===== config.mk =====
export PLATFORM = sky130hd
export DESIGN_NAME = load_store_unit
export DESIGN_NICKNAME = d
export VERILOG_FILES = /design/src/rtl/load_store_unit.sv
export SDC_FILE = /design/constraint.sdc
export NUM_CORES = 1
export LEC_CHECK = 0
export CAP_MARGIN = 20
export CORE_UTILIZATION = 51
export CTS_BUF_LIST = sky130_fd_sc_hd__clkbuf_2 sky130_fd_sc_hd__clkbuf_4 sky130_fd_sc_hd__clkbuf_8
export CTS_CLUSTER_SIZE = 10
export DETAILED_ROUTE_END_ITERATION = 6
export PLACE_DENSITY = 0.83
export SYNTH_ARGS = -nofsm -noshare
export SYNTH_HDL_FRONTEND = slang
export SYNTH_SLANG_ARGS = --single-unit

===== constraint.sdc =====
create_clock -name clk -period 3.64 [get_ports clk]
set_clock_uncertainty 0.05 [all_clocks]
set_input_delay 0.364 -clock clk [delete_from_list [all_inputs] [get_ports clk]]
set_output_delay 0.364 -clock clk [all_outputs]
set_load 0.05 [all_outputs]

===== src/rtl/load_store_unit.sv =====
// Load/store unit driving a 64-bit word-wide data memory without byte enables.
// Sub-word stores are done as read-modify-write; bad requests complete with resp_err.
module load_store_unit #(
  parameter int ADDR_W = 9,
  parameter int XLEN   = 64
) (
  input  logic              clk,
  input  logic              rst_n,
  input  logic              req_valid,
  output logic              req_ready,
  input  logic              req_we,
  input  logic [2:0]        req_funct3,
  input  logic [XLEN-1:0]   req_addr,
  input  logic [XLEN-1:0]   req_wdata,
  output logic              resp_valid,
  input  logic              resp_ready,
  output logic [XLEN-1:0]   resp_rdata,
  output logic              resp_err,
  output logic [ADDR_W-1:0] mem_addr,
  output logic              mem_we,
  output logic [XLEN-1:0]   mem_wdata,
  input  logic [XLEN-1:0]   mem_rdata
);

  typedef enum logic [1:0] {IDLE, RD, WR, RESP} state_t;

  state_t            state_reg, state_next;
  logic [2:0]        funct3_reg;
  logic [2:0]        off_reg;
  logic              we_reg;
  logic [XLEN-1:0]   wdata_reg;

  logic              accept;
  logic              misaligned;
  logic              req_err;
  logic              full_store;
  logic [XLEN-1:0]   rdata_shift;
  logic [XLEN-1:0]   load_data;
  logic [XLEN-1:0]   wdata_shift;
  logic [XLEN-1:0]   merged_word;
  logic [3:0]        nbytes;
  logic [7:0]        lane_sel;

  assign accept     = req_valid && req_ready;
  assign full_store = req_we && (req_funct3[1:0] == 2'b11);

  always_comb begin
    misaligned = 1'b0;
    case (req_funct3[1:0])
      2'b01:   misaligned = req_addr[0];
      2'b10:   misaligned = |req_addr[1:0];
      2'b11:   misaligned = |req_addr[2:0];
      default: misaligned = 1'b0;
    endcase
    req_err = misaligned
           || (req_funct3 == 3'b111)
           || (req_we && req_funct3[2])
           || (|req_addr[XLEN-1:ADDR_W+3]);
  end

  // Load lane extraction: shift the addressed bytes down to bit 0, then extend.
  assign rdata_shift = mem_rdata >> {off_reg, 3'b000};

  always_comb begin
    load_data = '0;
    case (funct3_reg)
      3'b000:  load_data = {{(XLEN-8){rdata_shift[7]}},   rdata_shift[7:0]};
      3'b001:  load_data = {{(XLEN-16){rdata_shift[15]}}, rdata_shift[15:0]};
      3'b010:  load_data = {{(XLEN-32){rdata_shift[31]}}, rdata_shift[31:0]};
      3'b011:  load_data = rdata_shift;
      3'b100:  load_data = {{(XLEN-8){1'b0}},  rdata_shift[7:0]};
      3'b101:  load_data = {{(XLEN-16){1'b0}}, rdata_shift[15:0]};
      3'b110:  load_data = {{(XLEN-32){1'b0}}, rdata_shift[31:0]};
      default: load_data = '0;
    endcase
  end

  // Store merge: each byte lane picks new data if it lies in off..off+n-1.
  assign nbytes      = 4'd1 << funct3_reg[1:0];
  assign wdata_shift = wdata_reg << {off_reg, 3'b000};

  for (genvar gi = 0; gi < XLEN / 8; gi++) begin : g_lane
    assign lane_sel[gi] = (4'(gi) >= {1'b0, off_reg}) && (4'(gi) < ({1'b0, off_reg} + nbytes));
    assign merged_word[8*gi +: 8] = lane_sel[gi] ? wdata_shift[8*gi +: 8] : mem_rdata[8*gi +: 8];
  end

  always_ff @(posedge clk or negedge rst_n) begin
    if (!rst_n) begin
      state_reg <= IDLE;
    end else begin
      state_reg <= state_next;
    end
  end

  always_comb begin
    state_next = state_reg;
    req_ready  = 1'b0;
    resp_valid = 1'b0;
    mem_we     = 1'b0;
    case (state_reg)
      IDLE: begin
        req_ready = rst_n;
        if (accept) begin
          if (req_err)         state_next = RESP;
          else if (full_store) state_next = WR;
          else                 state_next = RD;
        end
      end
      RD:   state_next = we_reg ? WR : RESP;
      WR: begin
        mem_we     = 1'b1;
        state_next = RESP;
      end
      RESP: begin
        resp_valid = 1'b1;
        if (resp_ready) state_next = IDLE;
      end
      default: state_next = IDLE;
    endcase
  end

  always_ff @(posedge clk or negedge rst_n) begin
    if (!rst_n) begin
      funct3_reg <= '0;
      off_reg    <= '0;
      we_reg     <= 1'b0;
      wdata_reg  <= '0;
      resp_rdata <= '0;
      resp_err   <= 1'b0;
      mem_addr   <= '0;
      mem_wdata  <= '0;
    end else begin
      case (state_reg)
        IDLE: begin
          if (accept) begin
            funct3_reg <= req_funct3;
            off_reg    <= req_addr[2:0];
            we_reg     <= req_we;
            wdata_reg  <= req_wdata;
            resp_rdata <= '0;
            resp_err   <= req_err;
            // Errored requests never touch memory, so mem_addr keeps its value.
            if (!req_err) mem_addr <= req_addr[ADDR_W+2:3];
            if (!req_err && full_store) mem_wdata <= req_wdata;
          end
        end
        RD: begin
          if (we_reg) mem_wdata  <= merged_word;
          else        resp_rdata <= load_data;
        end
        default: ;
      endcase
    end
  end

endmodule


**Word-level counts from Yosys, hierarchy flattened**

Cells that the tools add are included.

- Bitwise operators: 1
- Equality and inequality tests: 18
- Add/subtract/negate cells: 1
- Reductions and logical operators: 26
- Shift operators: 3
- Multiplexer cells: 26
- Magnitude comparators: 15

Operator list:

| kind | number |
|---|---|
| $pmux W64 S7 | 1 |
| $mux W64 | 5 |
| $pmux W64 S2 | 2 |
| $mux W8 | 8 |
| $shl A64 B6 Y64 | 1 |
| $shr A64 B6 Y64 | 1 |
| $reduce_or A52 Y1 | 1 |
| $lt A3 B4 Y1 const A | 4 |
| $eq A3 B3 Y1 const B | 4 |
| $logic_and A1 B1 Y1 | 11 |
| $ne A2 B2 Y1 const B | 5 |
| $ge A3 B3 Y1 const A | 3 |
| $eq A2 B2 Y1 const B | 4 |
| $lt A1 B4 Y1 const A | 2 |
| $lt A2 B4 Y1 const A | 2 |
| $mux W2 | 4 |
| $pmux W2 S4 | 1 |
| $eq A3 B2 Y1 const B | 2 |
| $ge A1 B3 Y1 const A | 2 |
| $ge A2 B3 Y1 const A | 2 |
| $reduce_and A3 Y1 | 2 |
| $add A3 B4 Y4 | 1 |
| $eq A2 B1 Y1 const B | 2 |
| $mux W1 | 4 |
| other kinds (13) | 16 |

- Logic and storage cells: 99
- Register bits after elaboration: 211
- Output and inout bits: 141
- Input bits: 200

**Logic depth before layout (Yosys ltp)**

- Depth after elaboration: 10
- Gate-level depth with buffers: 11
- Depth with buffers taken out: 9

**Least setup slack after synthesis**

No wires, ideal clock.

- Kind: flip-flop to flip-flop
- Start point: register off_reg[1]
- End point: register mem_wdata[55]
- Clock period less this slack: 3.349 ns
- Setup slack: 0.291 ns
- Path buffers: 3
- Required time: 3.455 ns
- Cell stages (with the launch flop): 11
- Setup time: 0.135 ns
- Arrival: 3.165 ns
- Path through: dfrtp_1 clkinv_1 clkbuf_1 clkbuf_1 clkbuf_1 fa_1 nor2b_1 a21oi_1 mux2_1 a2111oi_0 o31ai_1

- Longest elaborated chain between the ends: 6
- Elaborated cells on any way between the ends: 8
- Classes of those cells: add/sub (1); order compare (2); shift (1); mux (3); reduce/logical (1)

Ends and longest elaborated chain:

| element | RTL line | source |
|---|---|---|
| start, declared | 29 | `logic [2:0] off_reg;` |
| start signal, assigned | 137 | `off_reg <= req_addr[2:0];` |
| $add A3 B4 Y4 | 83 | `assign lane_sel[gi] = (4'(gi) >= {1'b0, off_reg}) && (4'(gi) < ({1'b0, off_reg} + nbytes));` |
| $lt A3 B4 Y1 | 83 |  |
| $logic_and A1 B1 Y1 | 83 |  |
| $mux W8 * | 84 | `assign merged_word[8*gi +: 8] = lane_sel[gi] ? wdata_shift[8*gi +: 8] : mem_rdata[8*gi +: 8];` |
| $mux W64 * | 148 | `if (we_reg) mem_wdata <= merged_word;` |
| $pmux W64 S2 * | 133 | `case (state_reg)` |
| end signal, assigned | 144 | `if (!req_err && full_store) mem_wdata <= req_wdata;` |
| end signal, assigned | 148 |  |
| end, declared | 21 | `output logic [XLEN-1:0] mem_wdata,` |

Mark *: on every way between the ends. The rest lies on a longest branch, timed or not. The select of a mux whose other input is x is not followed.
A chain may end at the register's enable or synchronous reset.

**Worst setup path after layout**

- Start point: register funct3_reg[1]
- End point: register mem_wdata[44]

- Longest elaborated chain between the ends: 7

Ends and longest elaborated chain:

| element | RTL line | source |
|---|---|---|
| start, declared | 28 | `logic [2:0] funct3_reg;` |
| start signal, assigned | 136 | `funct3_reg <= req_funct3;` |
| $shl A1 B2 Y4 | 79 | `assign nbytes = 4'd1 << funct3_reg[1:0];` |
| $add A3 B4 Y4 | 83 |  |
| $lt A3 B4 Y1 | 83 |  |
| $logic_and A1 B1 Y1 | 83 |  |
| $mux W8 | 84 |  |
| $mux W64 | 148 |  |
| $pmux W64 S2 | 133 |  |

Every way passes these cells. The select of a mux whose other input is x is not followed.

==> metrics.md <==
| Metric | Value |
|---|---|
| Most frequent cells in the layout | clkdlybuf4s50_1, nand2_1, dfrtp_1 |
| Drt total wl | ~56000 um |
| Reg power frac | 22.8% |
| Vias per cell | roughly 6.6 |
| Hold Crit Class | in -> async |
| Clk pin slew, worst setup/hold paths | ~0.060 ns |
| Initial antenna violation count | 1 |
| Final Max Tran Viols | 0 |
| Comb pwr share | 63.4% |
| Failing checks | DRC |
| Synth Area in Compound Gates | between 20% and 30% |
| TritonRoute pass-1 iters | 7 |
| Synth Area in Adders | less than 1% |
| Relative slew slack | between 20% and 30% |
| Net Count, Synth | roughly 1700 |
| Final critical-path required period | ~3.3 ns |
| #FFs+latches synth | about 210 |
| Largest family of logic cells by synthesized area | compound AO/OA/AOI/OAI gates |
| Commonest non-fill, non-tap cell in the layout | clkdlybuf4s50_1 |
| Slew @ Worst Pin | approximately 1.1 ns |
| Average wire per standard cell | about 27 um |
| Net Sw Power | 0.00945 W |
| Syn avg cell area | 9.12 sq um |
| Ys async rst share | between 90% and 100% |
| Clock Path Buffers | 3 |
| DR vias | about 14000 |
| DP HPWL | ~42000 um |
| Diode count | 0 |
| Final core occ | 69.2% |
| Largest net degree at the start of global routing | 103 |
| Die Ht | 164 um |
| # port buffers | 340 |
| Layout area overhead | 33.6% |
| Xor/xnor share of the synthesized area | 0.252% |
| Cell count after synthesis | 1472 |
| Switching portion of total power | around 52% |
| CTS tree | built |
| Clock share of power | roughly 14% |
| Leading area contributor after synthesis | dfrtp_1 |
| RSZ-0062 raised after global routing | no |
| Sequential share of the synthesized area | 39.4% |
| Number of global-route vias before repair | around 14000 |
| DIE AREA | between 20000 and 30000 sq um |
| Peak Freq | roughly 300 MHz |
| # setup viols final | 0 |
| I/O pin count | about 340 |
| First-pass GRT wire length | 83300 um |
| Critical path startpoint category | flop |
| Status | finished, violations left |
| Post-synthesis simple-gate area fraction | between 15 and 20% |
| Gr usage total | 41.8% |
| Ranking of synthesized cells by area | dfrtp_1, nand2_1, mux2i_1 |
| Critical Path RT | approximately 4.1 ns |
| Peak supply drop | 610 uV |
| Clock Sinks | 211 |
| Lkg Pwr | 7.55 nW |
| GRT overflow | 0 |
| Cell area after synthesis | 13400 sq um |
| Die X | ~160 um |
| CTS root buf | clkbuf_8 |
| Critical Path AT | roughly 3.7 ns |
| Initial core utilization | ~52% |
| Cts bufs inserted | 38 |
| Crit path kind | reg -> reg |
| Tcrit/Tclk final | between 90% and 100% |
| Synth top area share | slightly below 40% |
| 1st-iter DRT viols | 2263 |
| Max_cap viols | 0 |
| Fin. Hold Viols | 0 |
| Yosys warnings | 0 |
| CP endpoint kind | flop |
| Drt drc | 2 |
| Post-route ant nets | 0 |
| Clk_lat worst skew | 0.55 ns |
| Pint | 0.00886 W |
| EDFF count, synth | 0 |
| Htree depth | 2 |
| Layout cells sized above 1 | a little under an eighth |
| Placement Rows | 59 |
| Synth unique cells | 70 |
| Mux cell area share after synthesis | 14.5% |
| Highest net fanout along the worst path | 10 |
| Nets | 1971 |
| Pwr/cell area | about 1000 nW/um^2 |
| Main flop type after synthesis | dfrtp_1 |
| Core Region | roughly 26000 sq um |
| RD Place Congestion | 0.996 |
| Setup TNS | 0 ns |
-- per-layer routing --
metal	track usage (%)	routed length [um]	vias to the layer above
li1	-	-	6057
met1	55.9	21600	6774
met2	63.2	25500	1000
met3	10.2	6430	191
met4	20.4	2820	0
met5	0	0	-
-- layout make-up --
class	count	area (sq um)
Multi-Input combinational cell	1112	7540
Inverter	18	67.6
Clock inverter	7	87.6
Tap cell	335	419
Timing Repair Buffer	381	3750
Clock buffer	59	768
Sequential cell	211	5290
Fill cell	2017	7990
-- power groups by stage --
stage,combinational [W],clock (W),sequential [W]
after floorplan,0.00588,0,0.00572
after global placement,0.0112,0,0.00413
after detailed placement,0.0113,0,0.00415
after CTS,0.0113,0.00253,0.00412
after global routing,0.0122,0.00266,0.00424
final,0.0116,0.00254,0.00417
-- worst max-delay path, cell delays in order (launching register included) --
cell     delay, ns
dfrtp_1       0.46
nor2_1        0.23
ha_1          0.21
inv_1         0.06
fa_1          0.50
xor2_1        0.22
o22ai_1       0.13
o41ai_2       0.93
a221o_1       0.30
mux2_2        0.15
-- stage by stage --
stage | total power (W) | hold slack, ns | cells | instance area [sq um] | setup WS [ns]
4_1_cts | 0.0180 | 0.303 | 2122 | 17900 | 0.221
3_5_place_dp | 0.0154 | 0.184 | 2055 | 17100 | 0.233
5_1_grt | 0.0191 | 0.290 | 2123 | 17900 | 0.0423
3_3_place_gp | 0.0153 | 0.182 | 2055 | 17100 | 0.326
2_1_floorplan | 0.0116 | 0.0184 | 1472 | 13400 | 0.291
6_report | 0.0183 | 0.275 | 2123 | 17900 | 0.317
-- path summary, 6_finish.rpt --
path / from / to / depth (start not counted) / slack, ns
min in group clk: req_wdata[0] / wdata_reg[0] / 3 / 0.32
worst min-delay path: rst_n / mem_wdata[63] / 2 / 0.28
worst max-delay path: funct3_reg[1] / mem_wdata[44] / 9 / 0.32
worst max register to register: funct3_reg[1] / mem_wdata[44] / 9 / 0.32
max in group asynchronous: rst_n / wdata_reg[17] / 4 / 1.28
worst min register to register: wdata_reg[58] / wdata_reg[58] / 2 / 0.43
-- timing repair --
item,CTS,global route
buffers inserted,0,0
gates resized for setup,0,1
hold buffers,1,0
endpoints found under the setup margin,0,2
hold endpoints to repair,12,0
-- cells by family (layout without fill, tap and decap cells) --
group | Yosys count | after routing
AOI/OAI and AO/OA | 417 | 417
xor gates and xnor gates | 3 | 3
adders and majority gates | 9 | 9
buffers and inverters | 149 | 465
DFF | 211 | 211
muxes | 167 | 167
and+or+nand+nor | 516 | 516
-- cells in the mapped netlist (all sizes together), types with 2 or more instances --
master	n
clkbuf	86
buf	45
a22oi	23
or4	2
nor2	52
and2	4
o2111ai	8
o221ai	16
a21oi	33
a31oi	13
o211ai	48
nor4	23
nand3	13
dfrtp	211
o211a	7
a221oi	33
nor2b	71
o31a	8
nor3	31
inv	17
mux2	60
o21ai	77
a31o	8
a2111oi	3
mux2i	91
nand2b	11
ha	8
a21bo	2
mux4	16
a211oi	28
a221o	25
a21o	4
o22ai	16
nand4	4
o31ai	40
a22o	8
a2bb2oi	8
nand2	295
xnor2	2
and3	6
No activity file was read; power rests on OpenSTA's default activity.
